$ cat config.mk
export PLATFORM = sky130hd
export DESIGN_NAME = load_store_unit
export DESIGN_NICKNAME = d
export VERILOG_FILES = /design/src/rtl/load_store_unit_pkg.sv /design/src/rtl/lsu_extend.sv /design/src/rtl/load_store_unit.sv
export SDC_FILE = /design/constraint.sdc
export NUM_CORES = 1
export LEC_CHECK = 0
export CAP_MARGIN = 25
export CORE_MARGIN = 5
export CORE_UTILIZATION = 40
export CTS_BUF_LIST = sky130_fd_sc_hd__clkbuf_8
export CTS_CLUSTER_DIAMETER = 30
export DETAILED_ROUTE_END_ITERATION = 16
export HOLD_SLACK_MARGIN = 0.12
export PLACE_DENSITY_LB_ADDON = 0.15
export SKIP_LAST_GASP = 1
export SLEW_MARGIN = 20
export SYNTH_ARGS = -nofsm -noshare
export SYNTH_HDL_FRONTEND = slang
export SYNTH_SLANG_ARGS = --single-unit
$ cat constraint.sdc
create_clock -name clk -period 3 [get_ports clk]
set_input_delay 0.6 -clock clk [delete_from_list [all_inputs] [get_ports clk]]
set_output_delay 0.6 -clock clk [all_outputs]
set_load 0.005 [all_outputs]
$ cat src/rtl/load_store_unit_pkg.sv
// load_store_unit_pkg: shared FSM states, funct3 codes, bus size codes and request legality check
package load_store_unit_pkg;
  typedef enum logic [1:0] {S_IDLE, S_ISSUE, S_WAIT, S_RESP} state_e;
  typedef enum logic [1:0] {EXC_NONE, EXC_ILLEGAL, EXC_MISALIGNED, EXC_TIMEOUT} exc_e;
  localparam logic [2:0] F3_B  = 3'b000;
  localparam logic [2:0] F3_H  = 3'b001;
  localparam logic [2:0] F3_W  = 3'b010;
  localparam logic [2:0] F3_BU = 3'b100;
  localparam logic [2:0] F3_HU = 3'b101;
  localparam logic [1:0] SZ_B = 2'd0;
  localparam logic [1:0] SZ_H = 2'd1;
  localparam logic [1:0] SZ_W = 2'd2;
  function automatic logic req_illegal(input logic load, input logic store, input logic [2:0] f3);
    return (load == store) || (load ? (f3[1:0] == 2'b11 || f3 == 3'b110) : (f3[2] || f3[1:0] == 2'b11));
  endfunction
endpackage

$ cat src/rtl/lsu_extend.sv
// lsu_extend: funct3-driven alignment check (addr_lo) and load-data sign/zero extension (data -> ext_data)
module lsu_extend
  import load_store_unit_pkg::*;
(
  input  logic [2:0]  funct3,
  input  logic [1:0]  addr_lo,
  input  logic [31:0] data,
  output logic        misaligned,
  output logic [31:0] ext_data
);
  assign misaligned = (funct3[1:0] == SZ_H && addr_lo[0]) || (funct3[1:0] == SZ_W && addr_lo != 2'b00);
  always_comb
    ext_data = funct3 == F3_B  ? {{24{data[7]}}, data[7:0]} :
               funct3 == F3_H  ? {{16{data[15]}}, data[15:0]} :
               funct3 == F3_BU ? {24'b0, data[7:0]} :
               funct3 == F3_HU ? {16'b0, data[15:0]} : data;
endmodule

$ cat src/rtl/load_store_unit.sv
// load_store_unit: one-outstanding load/store initiator; req_* in, bus_* strobes out, single-cycle resp_*/exc_* out
module load_store_unit
  import load_store_unit_pkg::*;
#(
  parameter int TIMEOUT_CYCLES = 16,
  parameter int READ_LATENCY   = 1
) (
  input  logic        clk,
  input  logic        rst,
  input  logic        req_valid,
  output logic        req_ready,
  input  logic        req_load,
  input  logic        req_store,
  input  logic [2:0]  req_funct3,
  input  logic [31:0] req_base,
  input  logic [31:0] req_offset,
  input  logic [31:0] req_wdata,
  input  logic [4:0]  req_rd,
  output logic        bus_rd,
  output logic        bus_wd,
  output logic [31:0] bus_addr_out,
  output logic [1:0]  bus_size_out,
  output logic [31:0] bus_addr_in,
  output logic [1:0]  bus_size_in,
  output logic [31:0] bus_data_in,
  input  logic [31:0] bus_data_out,
  input  logic        bus_busy,
  output logic        resp_valid,
  output logic        resp_we,
  output logic [4:0]  resp_rd,
  output logic [31:0] resp_data,
  output logic        exc_misaligned,
  output logic        exc_illegal,
  output logic        exc_bus_timeout,
  output logic [31:0] exc_addr
);
  localparam int CW = $clog2(TIMEOUT_CYCLES + READ_LATENCY + 1);
  state_e state_q, state_d;
  exc_e exc_q, exc_d;
  logic [CW-1:0] cnt_q, cnt_d;
  logic [31:0] ea_q, ea_d, wdata_q, wdata_d, rdata_q, rdata_d, req_ea, ext_data;
  logic [2:0] f3_q, f3_d, f3_sel;
  logic [4:0] rd_q, rd_d;
  logic load_q, load_d, misaligned, in_resp;
  assign req_ea = req_base + req_offset;
  // In IDLE the extender checks the incoming request; afterwards it extends the captured read data.
  assign f3_sel = state_q == S_IDLE ? req_funct3 : f3_q;
  lsu_extend u_ext (
    .funct3    (f3_sel),
    .addr_lo   (req_ea[1:0]),
    .data      (rdata_q),
    .misaligned(misaligned),
    .ext_data  (ext_data)
  );
  always_comb begin
    state_d = state_q;
    exc_d   = exc_q;
    cnt_d   = cnt_q;
    ea_d    = ea_q;
    wdata_d = wdata_q;
    rdata_d = rdata_q;
    f3_d    = f3_q;
    rd_d    = rd_q;
    load_d  = load_q;
    case (state_q)
      S_IDLE:
        if (req_valid) begin
          ea_d    = req_ea;
          f3_d    = req_funct3;
          rd_d    = req_rd;
          wdata_d = req_wdata;
          load_d  = req_load;
          cnt_d   = '0;
          exc_d   = req_illegal(req_load, req_store, req_funct3) ? EXC_ILLEGAL :
                    misaligned ? EXC_MISALIGNED : EXC_NONE;
          state_d = exc_d == EXC_NONE ? S_ISSUE : S_RESP;
        end
      S_ISSUE:
        if (!bus_busy) begin
          state_d = load_q ? S_WAIT : S_RESP;
          cnt_d   = '0;
        end else if (cnt_q == CW'(TIMEOUT_CYCLES - 1)) begin
          exc_d   = EXC_TIMEOUT;
          state_d = S_RESP;
        end else begin
          cnt_d = cnt_q + 1'b1;
        end
      S_WAIT:
        if (cnt_q == CW'(READ_LATENCY - 1)) begin
          rdata_d = bus_data_out;
          state_d = S_RESP;
        end else begin
          cnt_d = cnt_q + 1'b1;
        end
      default: state_d = S_IDLE;
    endcase
  end
  always_ff @(posedge clk) begin
    if (rst) begin
      state_q <= S_IDLE;
      exc_q   <= EXC_NONE;
      cnt_q   <= '0;
      ea_q    <= '0;
      wdata_q <= '0;
      rdata_q <= '0;
      f3_q    <= '0;
      rd_q    <= '0;
      load_q  <= 1'b0;
    end else begin
      state_q <= state_d;
      exc_q   <= exc_d;
      cnt_q   <= cnt_d;
      ea_q    <= ea_d;
      wdata_q <= wdata_d;
      rdata_q <= rdata_d;
      f3_q    <= f3_d;
      rd_q    <= rd_d;
      load_q  <= load_d;
    end
  end
  assign req_ready       = state_q == S_IDLE;
  assign bus_rd          = load_q && (state_q == S_ISSUE || state_q == S_WAIT);
  assign bus_wd          = !load_q && state_q == S_ISSUE;
  assign bus_addr_out    = bus_rd ? ea_q : '0;
  assign bus_size_out    = bus_rd ? f3_q[1:0] : '0;
  assign bus_addr_in     = bus_wd ? ea_q : '0;
  assign bus_size_in     = bus_wd ? f3_q[1:0] : '0;
  assign bus_data_in     = bus_wd ? wdata_q : '0;
  assign in_resp         = state_q == S_RESP;
  assign resp_valid      = in_resp;
  assign resp_we         = in_resp && load_q && exc_q == EXC_NONE;
  assign resp_data       = resp_we ? ext_data : '0;
  assign resp_rd         = in_resp ? rd_q : '0;
  assign exc_addr        = in_resp ? ea_q : '0;
  assign exc_illegal     = in_resp && exc_q == EXC_ILLEGAL;
  assign exc_misaligned  = in_resp && exc_q == EXC_MISALIGNED;
  assign exc_bus_timeout = in_resp && exc_q == EXC_TIMEOUT;
endmodule

Word-level counts from Yosys, hierarchy flattened
Cells that the tools add are included.
{"block": "word_totals", "wordCells": 92, "reg_bits": 114}
{"block": "op_classes", "add_sub_neg": 2, "muxes": 31, "reduce_logical": 28, "eq_ne": 22}
{"op": "32-bit two-way mux", "count": 9}
{"op": "32-bit adder", "count": 1}
{"op": "5-bit two-way mux", "count": 5}
{"op": "2-bit two-way mux", "count": 11}
{"op": "5-bit one-hot mux with 3 select lines", "count": 1}
{"op": "2-bit == test, second input constant", "count": 6}
{"op": "2-bit inequality test, second input constant", "count": 5}
{"op": "3-bit == test, second input constant", "count": 3}
{"op": "1-bit logical AND", "count": 9}
{"op": "4-bit AND reduction", "count": 2}
{"op": "2-bit by 1-bit == test with 1-bit output, second input constant", "count": 3}
{"op": "2-bit logical NOT", "count": 3}
{"op": "3-bit inequality test, second input constant", "count": 2}
{"op": "2-bit one-hot mux with 3 select lines", "count": 1}
{"op": "5-bit by 1-bit adder with 5-bit output, second input constant", "count": 1}
{"op": "5-bit by 4-bit == test with 1-bit output, second input constant", "count": 1}
{"op": "5-bit logical NOT", "count": 1}
{"op": "1-bit logical OR", "count": 5}
{"op": "2-bit one-hot mux with 2 select lines", "count": 1}
{"op": "2-bit AND reduction", "count": 2}
{"op": "2-bit nonzero test", "count": 2}
{"op": "3-bit by 1-bit == test with 1-bit output, second input constant", "count": 1}
{"op": "3-bit logical NOT", "count": 1}
{"op": "3-bit two-way mux", "count": 1}
{"op": "other kinds (5)", "count": 6}

Logic depth before layout (Yosys ltp)
Gate-level depths: netlist of run 1.
{"block": "depth", "word_depth": 11, "depth_mapped": 11, "mapped_depth_nobuf": 10}

Cells and area by module
Synthesis of run 1 repeated with hierarchy kept, for this count alone.
{"block": "hier_totals", "cells_unflattened": 1019, "area_unflattened_um2": 7483.4}
{"module": "load_store_unit", "instances": 1, "cells_each": 948, "area_per_inst_um2": 7115.6}
{"module": "lsu_extend", "instances": 1, "cells_each": 71, "area_per_inst_um2": 367.9}

Worst setup path before layout of run 1
OpenSTA, ideal clock, no wires.
{"block": "synth_timing", "kind": "input -> register", "start": "input port req_base[0]", "end": "register ea_q[30]", "path_buffers": 0, "setup_slack_ns": 0.122, "cell_stages": 10, "arrival_ns": 2.762, "required_time_ns": 2.883, "setup_time_ns": 0.117, "path_cell_list": "ha_1 fa_1 a21o_2 a221o_2 a221oi_4 o21ai_2 o2bb2ai_2 a31oi_2 xnor2_1 a22o_1"}
{"block": "synth_via", "elab_chain_len": 1}
{"item": "from (decl)", "line": "load_store_unit.sv:15", "text": "input logic [31:0] req_base,"}
{"item": "32-bit adder", "line": "load_store_unit.sv:45", "text": "assign req_ea = req_base + req_offset;"}
{"item": "to (signal assigned)", "line": "load_store_unit.sv:103", "text": "ea_q <= '0;"}
{"item": "to (signal assigned)", "line": "load_store_unit.sv:113", "text": "ea_q <= ea_d;"}
{"item": "to (decl)", "line": "load_store_unit.sv:41", "text": "logic [31:0] ea_q, ea_d, wdata_q, wdata_d, rdata_q, rdata_d, req_ea, ext_data;"}
No other way between the ends.
A chain may end at the register's enable or synchronous reset.

Worst setup path after layout of run 1
{"block": "layout_timing", "start": "register state_q[1]", "end": "output port resp_data[22]"}
{"block": "layout_via", "elab_chain_len": 8, "word_cells_on_any_way": 14, "classes_between": "4 x eq/ne; 6 x mux; 4 x reduce/logical"}
{"item": "from (decl)", "line": "load_store_unit.sv:38", "text": "state_e state_q, state_d;"}
{"item": "from (signal assigned)", "line": "load_store_unit.sv:110", "text": "state_q <= state_d;"}
{"item": "2-bit logical NOT", "line": "load_store_unit.sv:47", "text": "assign f3_sel = state_q == S_IDLE ? req_funct3 : f3_q;"}
{"item": "3-bit two-way mux", "line": "load_store_unit.sv:47"}
{"item": "3-bit == test", "line": "lsu_extend.sv:16", "text": "funct3 == F3_HU ? {16'b0, data[15:0]} : data;"}
{"item": "32-bit two-way mux", "line": "lsu_extend.sv:16"}
{"item": "32-bit two-way mux", "line": "lsu_extend.sv:15", "text": "funct3 == F3_BU ? {24'b0, data[7:0]} :"}
{"item": "32-bit two-way mux", "line": "lsu_extend.sv:14", "text": "funct3 == F3_H ? {{16{data[15]}}, data[15:0]} :"}
{"item": "32-bit two-way mux", "line": "lsu_extend.sv:13", "text": "ext_data = funct3 == F3_B ? {{24{data[7]}}, data[7:0]} :"}
{"item": "32-bit two-way mux (*)", "line": "load_store_unit.sv:132", "text": "assign resp_data = resp_we ? ext_data : '0;"}
{"item": "to (decl)", "line": "load_store_unit.sv:31", "text": "output logic [31:0] resp_data,"}
Every way passes the cells marked *; elsewhere a longest branch is shown, timed or not.

==> run_results.csv, run 1 <==
group,metric,value,unit
setup_path,cp.required,2400,ps
logic_synthesis,synth_area,7340,um^2
sta,clock-skew-final,6.27,ps
sta,slew_viol_final,0,
finish,syn2layout_area_growth,57.6,%
hold_path,hold_class,"reg2reg",
clocking,htreeDepth,4,
floorplanning,core,18000,um^2
sta,rsz0062_at_grt,"true",
power_and_ir_drop,power.switching,0.00278,W
power_and_ir_drop,cellInternalPower,0.00402,W
detailed_routing,firstDrtPassIters,5,
finish,diodes,0,
logic_synthesis,synth_edf_count,0,
power_and_ir_drop,swShare,0.409,
power_and_ir_drop,vdd_drop_max,0.416,mV
logic_synthesis,yosys-top-cells-count,"214 x nand2_1, 157 x a21oi_1, 114 x dfxtp_1",
sta,setup_violations,14,
finish,nets,1527,
logic_synthesis,synth_most_common_cell,"nand2_1",
sta,worst_pin_slew,730,ps
detailed_routing,vias,8349,
finish,drive_gt1_frac,0.116,
clocking,clk_pin_slew_worst_paths,70,ps
status,status,"finished with violations",
setup_path,end_kind,"output port",
global_routing,grt_max_degree,69,
clocking,cts_tree,"done",
floorplanning,dieWidth,145,um
logic_synthesis,avgSynthCellArea,7.28,um^2
global_routing,antenna_found_initial,1,
floorplanning,pin_count,319,
power_and_ir_drop,p_total,0.00680,W
sta,max_freq,0.327,GHz
placement,numPortBuffers,318,
sta,holdWs,449,ps
logic_synthesis,ys.flop_type,"dfxtp_1",
setup_path,cp_max_fo,10,
global_routing,track_usage,0.232,
logic_synthesis,yosys.area.top_type_share,0.311,
global_routing,grt_first_pass_wirelength,41300,um
placement,gp_congestion,0.912,
placement,hpwlAfterDp,19000,um
clocking,cts_num_sinks,114,
logic_synthesis,async_reset_ff_frac,0,
power_and_ir_drop,seq_power_share,0.304,
global_routing,grt_pass1_vias,7975,
flow_run,maxCapViolCount,0,
floorplanning,die-height,145,um
floorplanning,rows,49,
floorplanning,die-area,21200,um^2
power_and_ir_drop,power_density,588,nW/um^2
logic_synthesis,syn_inst,1009,
sta,period_share,1.02,
clocking,cts_hold_buf,0,
power_and_ir_drop,pwr-share-comb,0.487,
logic_synthesis,syn_nets,1190,
detailed_routing,route.detailed.drc,0,
sta,relSlewSlack,0.509,
setup_path,critical_path_class,"reg2out",
detailed_routing,viasPerCell,5.26,
status,violations,"negative setup slack",
clocking,cts_buffers,17,
logic_synthesis,synth_top_area_cell,"dfxtp_1",
power_and_ir_drop,p_clk_frac,0.209,
logic_synthesis,yosysUniqueCellTypes,66,
logic_synthesis,yosysSeqAreaShare,0.311,
detailed_routing,wl_per_cell,16.4,um
detailed_routing,ant_nets,0,
detailed_routing,drt_iter0_drc,498,
global_routing,grt-ovfl-total,0,
clocking,root_buffer,"clkbuf_8",
power_and_ir_drop,p_leak,5.05,nW
clocking,clockBufferDepth,2,
detailed_routing,wirelength,26000,um
logic_synthesis,ys_ff_latch,114,
floorplanning,start_util,0.407,
sta,fin_ws,-61.7,ps
sta,period_minus_slack,3060,ps
logic_synthesis,synth_warnings,0,
sta,finalHoldViolCount,0,
setup_path,cp-start-kind,"register",
clocking,clkLatencyLatePin,430,ps
setup_path,arrival,2460,ps
logic_synthesis,synth_area_leaders,"dfxtp_1 31%, nand2_1 11%, a21oi_1 11%",
==> power by group through the flow <==
stage | sequential (W) | combinational (W) | clock (W)
3_3_place_gp | 0.00208 | 0.00313 | 0
6_report | 0.00207 | 0.00332 | 0.00142
4_1_cts | 0.00206 | 0.00324 | 0.00146
2_1_floorplan | 0.00200 | 0.00190 | 0
5_1_grt | 0.00212 | 0.00366 | 0.00153
3_5_place_dp | 0.00209 | 0.00316 | 0
==> final timing paths <==
path	end	from	cells past startpoint	slack (ps)
setup / recovery	resp_data[22]	state_q[1]$_SDFFE_PP0P_	10	-60
hold / removal	rd_q[0]$_SDFFE_PP0P_	rd_q[0]$_SDFFE_PP0P_	2	450
setup reg to reg	cnt_q[4]$_SDFFE_PP0P_	state_q[1]$_SDFFE_PP0P_	7	590
hold reg to reg	rd_q[0]$_SDFFE_PP0P_	rd_q[0]$_SDFFE_PP0P_	2	450
==> sequential cells by signal (all words and copies together) (netlist names) <==
| name | flops |
|---|---|
| ea_q | 32 |
| rdata_q | 32 |
| wdata_q | 32 |
| cnt_q | 5 |
| rd_q | 5 |
| f3_q | 3 |
| exc_q | 2 |
| state_q | 2 |
| load_q | 1 |
==> placed cells by master (no fill, tap or decap), types with 18 or more instances in the layout <==
cell	instances
dfxtp_1	112
clkdlybuf4s50_1	303
buf_4	78
clkbuf_8	18
xnor2_1	20
inv_1	18
and2_1	48
a21oi_1	147
nand2_1	212
o21ai_0	37
nor2_1	36
ha_1	35
and3_1	108
==> routing by layer <==
metal | share of wire | global-route usage | up-vias | routed length [um]
li1 | - | - | 4158 | -
met1 | 0.43 | 0.294 | 3840 | 11300
met2 | 0.48 | 0.389 | 300 | 12400
met3 | 0.059 | 0.0517 | 49 | 1530
met4 | 0.030 | 0.0784 | 2 | 777
met5 | 0.00050 | 0 | - | 13
==> repair_timing <==
| action | CTS | global route |
|---|---|---|
| pin swaps | 0 | 3 |
| endpoints found under the setup margin | 63 | 76 |
| buffers inserted | 1 | 6 |
| gates resized for setup | 15 | 30 |
| gates cloned | 0 | 1 |
==> stage by stage <==
| step | area [um^2] | worst slack (ps) | cells | utilization | TNS (ps) |
|---|---|---|---|---|---|
| after global routing | 11600 | -203 | 1588 | 0.642 | -5440 |
| after global placement | 11000 | -409 | 1548 | 0.611 | -5230 |
| after CTS | 11400 | -99.6 | 1581 | 0.634 | -1280 |
| after floorplan | 7340 | 122 | 1009 | - | 0 |
| after detailed placement | 11000 | -433 | 1548 | 0.611 | -6360 |
| final | 11600 | -61.7 | 1588 | 0.642 | -508 |
==> logic make-up after synthesis <==
logic type,Yosys count,synth area share
adder cells (fa/ha/maj),39,0.0675
AO/OA/AOI/OAI,273,0.221
buffers and inverters,101,0.0603
multiplexers,5,0.00699
AND/OR/NAND/NOR,447,0.297
flip-flops,114,0.311
XOR/XNOR,30,0.0358
==> cell type report <==
cell class	instances	area (um^2)
fill	1638	6450
inverter	22	82.6
multi-input combinational	794	4720
clock buffer	18	248
timing repair buffer	397	3810
clock inverter	14	140
tap	229	287
sequential	114	2280
==> critical path, cell delays in order (launching register included) <==
cell             delay, ps
dfxtp_2                370
inv_2                   60
ha_4                   190
mux2i_4                190
buf_4                  140
buf_6                  110
nand2b_4                70
o21ai_1                 70
buf_4                  180
a21oi_1                120
clkdlybuf4s50_1        540
(Power assumes the default switching activity.)
==> inputs of run 2 (changes only) <==
Settings changed: HOLD_SLACK_MARGIN 0.12 to 0.08.
==> results of run 2 <==
No change in the layout: final DEF, timing and power equal those of run 1.
